[src/rtl/vga_balayage.sv]
// Raster scan generator and registered VGA output stage: pixel counters, a
// once-per-frame pulse, and blanking-gated colour with aligned sync signals.
module vga_balayage #(
  parameter int H_VISIBLE = 640,
  parameter int H_FRONT   = 16,
  parameter int H_SYNC    = 96,
  parameter int H_BACK    = 48,
  parameter int V_VISIBLE = 480,
  parameter int V_FRONT   = 10,
  parameter int V_SYNC    = 2,
  parameter int V_BACK    = 33,
  parameter int CLK_DIV   = 2
) (
  input  logic       clk,
  input  logic       reset,
  input  logic [2:0] rouge_in,
  input  logic [2:0] vert_in,
  input  logic [1:0] bleu_in,
  output logic [9:0] x,
  output logic [9:0] y,
  output logic       visible,
  output logic       tick_pixel,
  output logic       fin_image,
  output logic [2:0] vga_rouge,
  output logic [2:0] vga_vert,
  output logic [1:0] vga_bleu,
  output logic       hsync,
  output logic       vsync
);

  localparam int H_TOTAL = H_VISIBLE + H_FRONT + H_SYNC + H_BACK;
  localparam int V_TOTAL = V_VISIBLE + V_FRONT + V_SYNC + V_BACK;

  localparam logic [9:0] H_LAST   = 10'(H_TOTAL - 1);
  localparam logic [9:0] V_LAST   = 10'(V_TOTAL - 1);
  localparam logic [9:0] H_VIS    = 10'(H_VISIBLE);
  localparam logic [9:0] V_VIS    = 10'(V_VISIBLE);
  localparam logic [9:0] HS_START = 10'(H_VISIBLE + H_FRONT);
  localparam logic [9:0] HS_END   = 10'(H_VISIBLE + H_FRONT + H_SYNC);
  localparam logic [9:0] VS_START = 10'(V_VISIBLE + V_FRONT);
  localparam logic [9:0] VS_END   = 10'(V_VISIBLE + V_FRONT + V_SYNC);
  localparam logic [2:0] DIV_LAST = 3'(CLK_DIV - 1);

  logic [2:0] div;
  logic [9:0] hcount;
  logic [9:0] vcount;
  logic       lineEnd;
  logic       frameEnd;
  logic       hSyncNext;
  logic       vSyncNext;

  // The counters are the whole scan state; x/y expose them directly.
  assign x = hcount;
  assign y = vcount;

  always_comb begin
    tick_pixel = ~reset & (div == DIV_LAST);
    lineEnd    = (hcount == H_LAST);
    frameEnd   = (vcount == V_LAST);
    visible    = (hcount < H_VIS) && (vcount < V_VIS);
    fin_image  = tick_pixel & lineEnd & frameEnd;
    hSyncNext  = ~((hcount >= HS_START) && (hcount < HS_END));
    vSyncNext  = ~((vcount >= VS_START) && (vcount < VS_END));
  end

  always_ff @(posedge clk) begin
    if (reset) begin
      div <= 3'd0;
    end else if (tick_pixel) begin
      div <= 3'd0;
    end else begin
      div <= div + 3'd1;
    end
  end

  always_ff @(posedge clk) begin
    if (reset) begin
      hcount <= 10'd0;
      vcount <= 10'd0;
    end else if (tick_pixel) begin
      if (lineEnd) begin
        hcount <= 10'd0;
        vcount <= frameEnd ? 10'd0 : vcount + 10'd1;
      end else begin
        hcount <= hcount + 10'd1;
      end
    end
  end

  // Colour and sync share one register so the connector sees them aligned,
  // one pixel after the counter value that produced them.
  always_ff @(posedge clk) begin
    if (reset) begin
      vga_rouge <= 3'd0;
      vga_vert  <= 3'd0;
      vga_bleu  <= 2'd0;
      hsync     <= 1'b1;
      vsync     <= 1'b1;
    end else if (tick_pixel) begin
      vga_rouge <= visible ? rouge_in : 3'd0;
      vga_vert  <= visible ? vert_in  : 3'd0;
      vga_bleu  <= visible ? bleu_in  : 2'd0;
      hsync     <= hSyncNext;
      vsync     <= vSyncNext;
    end
  end

endmodule
[config.mk]
export PLATFORM = sky130hd
export DESIGN_NAME = vga_balayage
export DESIGN_NICKNAME = d
export VERILOG_FILES = /design/src/rtl/vga_balayage.sv
export SDC_FILE = /design/constraint.sdc
export NUM_CORES = 1
export LEC_CHECK = 0
export BUFFER_PORTS_ARGS = -buffer_cell sky130_fd_sc_hd__buf_2
export CORE_AREA = 2 2 60 62
export CTS_BUF_LIST = sky130_fd_sc_hd__clkbuf_8
export DETAILED_ROUTE_END_ITERATION = 8
export DIE_AREA = 0 0 62 64
export GPL_ROUTABILITY_DRIVEN = 0
export HOLD_SLACK_MARGIN = 0.06
export PLACE_DENSITY_LB_ADDON = 0.25
export SKIP_LAST_GASP = 1
export SYNTH_ARGS = -nofsm -noshare
export SYNTH_HDL_FRONTEND = slang
export SYNTH_SLANG_ARGS = --single-unit
[constraint.sdc]
create_clock -name clk -period 2 [get_ports clk]
set_input_delay 0 -clock clk [delete_from_list [all_inputs] [get_ports clk]]
set_output_delay 0 -clock clk [all_outputs]
set_load 0.005 [all_outputs]
==> results.py, run 1 <==
metrics = {
    "status": {
        "status": "finished clean",
    },
    "synth": {
        "synth_compound_area_frac": 0.131,
        "synth_area_leader_cell": "dfxtp_1",
        "synthMuxAreaShare": 0.00734,
        "ys_ff_latch": 33,
        "synth-adder-area-share": 0.0489,
        "avgSynthCellArea_um2": 9.41,
        "ys_seq_area_frac": 0.431,
        "syn_area_um2": 1530,
        "yosys.area_share.simple": 0.275,
        "synthXorXnorAreaFrac": 0.0685,
        "synth_warnings": 0,
        "ys_types": 36,
        "synth_nets": 179,
        "synth_top_family_by_area": "simple AND/OR/NAND/NOR gates",
        "syn_inst": 163,
        "synth.top_cell.area_share": 0.431,
        "synth_area_leaders": "dfxtp_1 43%, a22o_1 5.1%, nor2_1 5.1%",
    },
    "power": {
        "powerDensity_nw_per_um2": 673,
        "power_leakage_nw": 0.894,
        "switching_share": 0.240,
        "p_switching_uw": 345,
        "ir_drop_mv": 0.489,
        "pwr-share-comb": 0.121,
        "finalPower_mw": 1.44,
        "power.internal_mw": 1.09,
        "pwr-share-clk": 0.385,
        "pwr-share-seq": 0.494,
    },
    "worst_setup_path": {
        "cp_max_fo": 9,
        "required_ns": 2.22,
        "cp-end-kind": "register",
        "critPathLaunchType": "primary input",
        "path_class": "primary input to register",
        "worst-endpoint-arrival_ns": 2.17,
    },
    "floorplanning": {
        "ioPinCount": 43,
        "die-height_um": 64,
        "die_w_um": 62,
        "rows": 21,
        "dieArea_um2": 3970,
        "initial_utilization": 0.467,
        "coreArea_um2": 3280,
    },
    "sta": {
        "final-hold-violation-count": 0,
        "layout_setup_ws_ns": 0.0508,
        "finalSetupViolations": 0,
        "fin_skew_ns": 0.00579,
        "final.period_utilization": 0.975,
        "min_period_ns": 1.95,
        "final-max-slew-violation-count": 0,
        "tightest_slew_ns": 0.807,
        "tns_ns": 0,
        "slew_headroom": 0.462,
        "fmax_mhz": 513,
    },
    "cts": {
        "root_buffer": "clkbuf_8",
        "clk_latency_ns": 0.29,
        "numClockSinks": 33,
        "clk_pin_slew_ns": 0.06,
        "htreeDepth": 2,
        "cts_tree": "done",
        "clock_path_buffers": 2,
        "cts_buffers": 5,
    },
    "routing": {
        "drc": 0,
        "ant_nets": 0,
        "drt_iter0_drc": 128,
        "wl_per_cell_um": 13.8,
        "drt_wl_total_um": 3910,
        "dr.pass1.iters": 5,
        "vias_per_cell": 5.27,
        "vias": 1490,
    },
    "grt": {
        "grt_pass1_vias": 1363,
        "grt_pass1_wl_um": 6510,
        "grt_max_degree": 13,
        "overflow": 0,
        "grt_use_total": 0.220,
        "grt_antenna_before_repair": 0,
    },
    "min_path": {
        "hp-class": "register to register",
    },
    "finish": {
        "fillCellCount": 284,
        "utilization": 0.652,
        "layout_common_cells": "42 x buf_2, 29 x dfxtp_1, 21 x nor2_1",
        "nNetsFinal": 252,
        "layout.cells.most_common": "buf_2",
        "stdcell_count": 283,
        "drive_above_1_share": 0.359,
        "synthToLayoutAreaGrowth_pct": 39.6,
        "antenna_cells": 0,
    },
    "flow_run": {
        "maxCapViolCount": 0,
    },
    "placed_design": {
        "dp.cells": 264,
        "pre_cts_slack_ns": -0.0139,
        "port_buffers": 42,
        "hpwl_um": 2800,
    },
}
final timing paths:
path / start / to / slack [ns] / cells after the start
worst max-delay path: reset / y[8]$_SDFFE_PP0P_ / 0.05 / 6
worst min-delay path: div[0]$_SDFF_PP0_ / div[0]$_SDFF_PP0_ / 0.45 / 1
worst max register to register: div[1]$_SDFF_PP0_ / y[8]$_SDFFE_PP0P_ / 0.06 / 6
worst min register to register: div[0]$_SDFF_PP0_ / div[0]$_SDFF_PP0_ / 0.45 / 1
worst max-delay path, cell delays in order:
cell	delay, ns
dlygate4sd3_1	0.52
buf_2	0.17
nand4bb_4	0.27
or4_4	0.58
or4_4	0.50
a21oi_2	0.13
synthesized netlist by cell type, drive strengths merged:
| cell type | instances |
|---|---|
| dfxtp | 33 |
| and4 | 1 |
| o21ai | 5 |
| nand4 | 6 |
| nand3 | 8 |
| mux2 | 1 |
| a22o | 9 |
| or3 | 6 |
| nand4b | 1 |
| nand2b | 2 |
| or4 | 2 |
| xnor2 | 8 |
| nor4 | 5 |
| buf | 1 |
| o31ai | 2 |
| a41oi | 1 |
| nor2 | 21 |
| nand2 | 3 |
| clkbuf | 3 |
| ha | 6 |
| a21oi | 8 |
| or3b | 1 |
| xor2 | 4 |
| nor3b | 1 |
| o21bai | 1 |
| nor4b | 1 |
| inv | 10 |
| nor3 | 6 |
| a21o | 1 |
| o32a | 1 |
| nand4bb | 3 |
| and3 | 1 |
| and2 | 1 |
what timing repair did:
item	CTS	global route
setup buffers	0	2
endpoints found under the hold margin	10	0
endpoints found under the setup margin	2	1
resized for setup	3	7
hold buffers	9	0
pin swaps	1	3
through the flow:
stage                     instance area, µm²  hold WS, ns
after global routing                    2140        0.468
final                                   2140        0.449
after CTS                               2120        0.463
after detailed placement                1910        0.225
after floorplan                         1530        0.133
after global placement                  1910        0.218
state kept, by name, indices dropped and copies added, names as in the netlist:
signal     count
div            3
hsync          1
vga_bleu       2
vga_rouge      3
vga_vert       3
vsync          1
x             10
y             10
cells by family after synthesis:
kind of cell,Yosys count
adders and majority gates,6
muxes,1
and+or+nand+nor,69
AOI/OAI and AO/OA,28
DFF,33
buffers and inverters,14
xor gates and xnor gates,12
routing by layer:
metal | GRT usage | vias up | part of all wire
met2 | 0.341 | 56 | 0.49
met5 | 0 | - | 0
met3 | 0.0729 | 7 | 0.062
li1 | - | 734 | -
met4 | 0.0638 | 0 | 0.016
met1 | 0.285 | 693 | 0.43
power groups by stage:
stage / logic, mW / registers (mW) / clock network [mW]
after CTS: 0.173 / 0.706 / 0.564
after floorplan: 0.0798 / 0.724 / 0
final: 0.175 / 0.711 / 0.554
after global placement: 0.146 / 0.718 / 0
after detailed placement: 0.152 / 0.720 / 0
after global routing: 0.194 / 0.715 / 0.615
final cells by class:
cell class / instances / area, µm² / area share
Multi-Input combinational cell: 116 / 833 / 0.389
Inverter: 10 / 37.5 / 0.0175
Clock inverter: 1 / 5.00 / 0.00234
Timing Repair Buffer: 70 / 443 / 0.207
Clock buffer: 7 / 96.3 / 0.0450
Tap cell: 46 / 57.6 / 0.0269
Sequential cell: 33 / 668 / 0.312
Note: power is estimated with default switching activity, not from simulation.
==> run 2, diff against run 1 <==
- CTS_CLUSTER_SIZE: unset -> 28
- MAX_ROUTING_LAYER: unset -> met4
- SETUP_SLACK_MARGIN: unset -> 0.2
==> run 2 against run 1 <==
Effect of this change:
- final area increased by 8.8%
- first-iteration DRC count shrank 7.0%
- die area unchanged
- critical path depth is the same
- fmax is 3.1% higher
- total power down 1.9%
- count of clock-buffer cells in the layout shrank 2
- non-clock buffer count is 11 higher
- clock power is 9.2% lower
- via count up 6.6%
==> results.py, run 2 (synthesized netlist as in run 1, its figures left out) <==
metrics = {
    "status": {
        "status": "finished clean",
    },
    "cts": {
        "cts_buffers": 5,
        "clk_pin_slew_ns": 0.07,
        "clk_latency_ns": 0.30,
        "numClockSinks": 33,
        "clock_path_buffers": 2,
        "cts_tree": "done",
        "htreeDepth": 2,
        "root_buffer": "clkbuf_8",
    },
    "worst_setup_path": {
        "worst-endpoint-arrival_ns": 2.07,
        "cp_num_buf_inv": 1,
        "cp_cell_sequence": "ha_4 -> nand4b_1 -> or4_4 -> buf_4 -> o31ai_1 -> a21oi_2",
        "slowest_delay_ns": 0.47,
        "r2r_slack_ns": 0.11,
        "path_class": "register to register",
        "r2r-end": "y[8]$_SDFFE_PP0P_",
        "critPathSlowestCell": "or4_4",
        "ff2ff_path_depth": 6,
        "critical-path-top-delay-family": "simple AND/OR/NAND/NOR gates",
        "cp_max_fo": 5,
        "reg2reg_from": "x[1]$_SDFFE_PP0N_",
        "cp-end-kind": "register",
        "critPathLaunchType": "register",
        "required_ns": 2.18,
    },
    "finish": {
        "layout.cells.most_common": "buf_2",
        "layout_common_cells": "42 x buf_2, 28 x dfxtp_1, 28 x buf_4",
        "drive_above_1_share": 0.454,
        "nNetsFinal": 264,
        "antenna_cells": 0,
        "stdcell_count": 295,
        "synthToLayoutAreaGrowth_pct": 51.9,
        "fillCellCount": 245,
    },
    "placed_design": {
        "hpwl_um": 2780,
        "port_buffers": 42,
        "dp.cells": 262,
        "pre_cts_slack_ns": -0.0283,
    },
    "sta": {
        "tightest_slew_ns": 0.446,
        "fmax_mhz": 529,
        "slew_headroom": 0.701,
        "finalSetupViolations": 0,
        "min_period_ns": 1.89,
        "final-hold-violation-count": 0,
        "final-max-slew-violation-count": 0,
        "fin_skew_ns": 0.00645,
        "tns_ns": 0,
        "final.period_utilization": 0.946,
        "layout_setup_ws_ns": 0.109,
        "rsz0062_at_grt": "yes",
    },
    "routing": {
        "ant_nets": 0,
        "drc": 0,
        "vias": 1589,
        "drt_iter0_drc": 119,
        "dr.pass1.iters": 4,
        "drt_wl_total_um": 4610,
        "vias_per_cell": 5.39,
        "wl_per_cell_um": 15.6,
    },
    "floorplanning": {
        "initial_utilization": 0.467,
        "die-height_um": 64,
        "dieArea_um2": 3970,
        "coreArea_um2": 3280,
        "rows": 21,
        "die_w_um": 62,
        "ioPinCount": 43,
    },
    "min_path": {
        "worstHoldStart": "reset",
        "min_delay_path_depth": 3,
        "hp-class": "primary input to register",
        "hold_end": "div[0]$_SDFF_PP0_",
    },
    "grt": {
        "grt_max_degree": 14,
        "grt_pass1_wl_um": 6670,
        "grt_use_total": 0.235,
        "grt_pass1_vias": 1481,
        "overflow": 0,
        "grt_antenna_before_repair": 0,
    },
    "power": {
        "finalPower_mw": 1.41,
        "powerDensity_nw_per_um2": 606,
        "ir_drop_mv": 0.442,
        "power_leakage_nw": 0.968,
    },
    "flow_run": {
        "maxCapViolCount": 0,
    },
}
==> run 2: cell count changes in the layout (fill, tap and decap cells not counted), moves of 2 or more <==
| cell | delta |
|---|---|
| buf_4 | +9 |
| a21oi_1 | -3 |
| a21oi_2 | +3 |
| or3_1 | -3 |
| or3_4 | +3 |
| buf_6 | +2 |
| clkbuf_8 | -2 |
| nor2_1 | -2 |
==> run 2: stage by stage <==
stage	hold slack [ns]	util	cell area (µm²)
floorplan	0.133	-	1560
global placement	0.218	0.582	1910
detailed placement	0.224	0.582	1910
CTS	0.151	0.661	2170
global route	0.206	0.709	2330
finish	0.170	0.709	2330
==> run 2: timing repair <==
action	in CTS	in global routing
endpoints found under the setup margin	17	25
cloned	0	1
endpoints found under the hold margin	10	0
resized for setup	5	23
setup buffers	8	7
hold buffers	9	0
pin swaps	4	11
==> run 2: area by class of cell <==
class | count | area (µm²) | area share
tap | 46 | 57.6 | 0.0247
clock inverter | 3 | 17.5 | 0.00752
inverter | 10 | 37.5 | 0.0161
clock buffer | 5 | 68.8 | 0.0295
timing repair buffer | 81 | 533 | 0.229
sequential | 33 | 672 | 0.288
multi-input combinational | 117 | 943 | 0.405
==> run 2: power by group <==
group	leakage [nW]	switching, mW	internal, mW
Sequential	0.270	0.0246	0.691
Clock	0.0439	0.263	0.240
Combinational	0.654	0.0876	0.107
==> run 2: layer usage <==
layer	vias to the layer above	share of wire	GRT usage
met5	-	0	-
met4	0	0.022	0.146
met3	13	0.055	0.0607
met2	62	0.50	0.354
met1	752	0.42	0.270
li1	762	-	-
==> run 2: how the worst max path moves through the flow <==
stage / to / slack, ns / cells past startpoint / startpoint
after floorplan: y[8]$_SDFFE_PP0P_ / 0.12 / 6 / div[1]$_SDFF_PP0_
after global placement: y[9]$_SDFFE_PP0P_ / 0.12 / 5 / x[1]$_SDFFE_PP0N_
after detailed placement: y[4]$_SDFFE_PP0P_ / -0.03 / 5 / x[1]$_SDFFE_PP0N_
after CTS: y[8]$_SDFFE_PP0P_ / 0.17 / 6 / div[1]$_SDFF_PP0_
after global routing: y[8]$_SDFFE_PP0P_ / 0.05 / 6 / x[1]$_SDFFE_PP0N_
final: y[8]$_SDFFE_PP0P_ / 0.11 / 6 / x[1]$_SDFFE_PP0N_
==> run 2: worst register-to-register path, stage by stage (launching register included) <==
cell      delay, ns
dfxtp_4        0.39
ha_4           0.14
nand4b_1       0.19
or4_4          0.47
buf_4          0.15
o31ai_1        0.33
a21oi_2        0.10
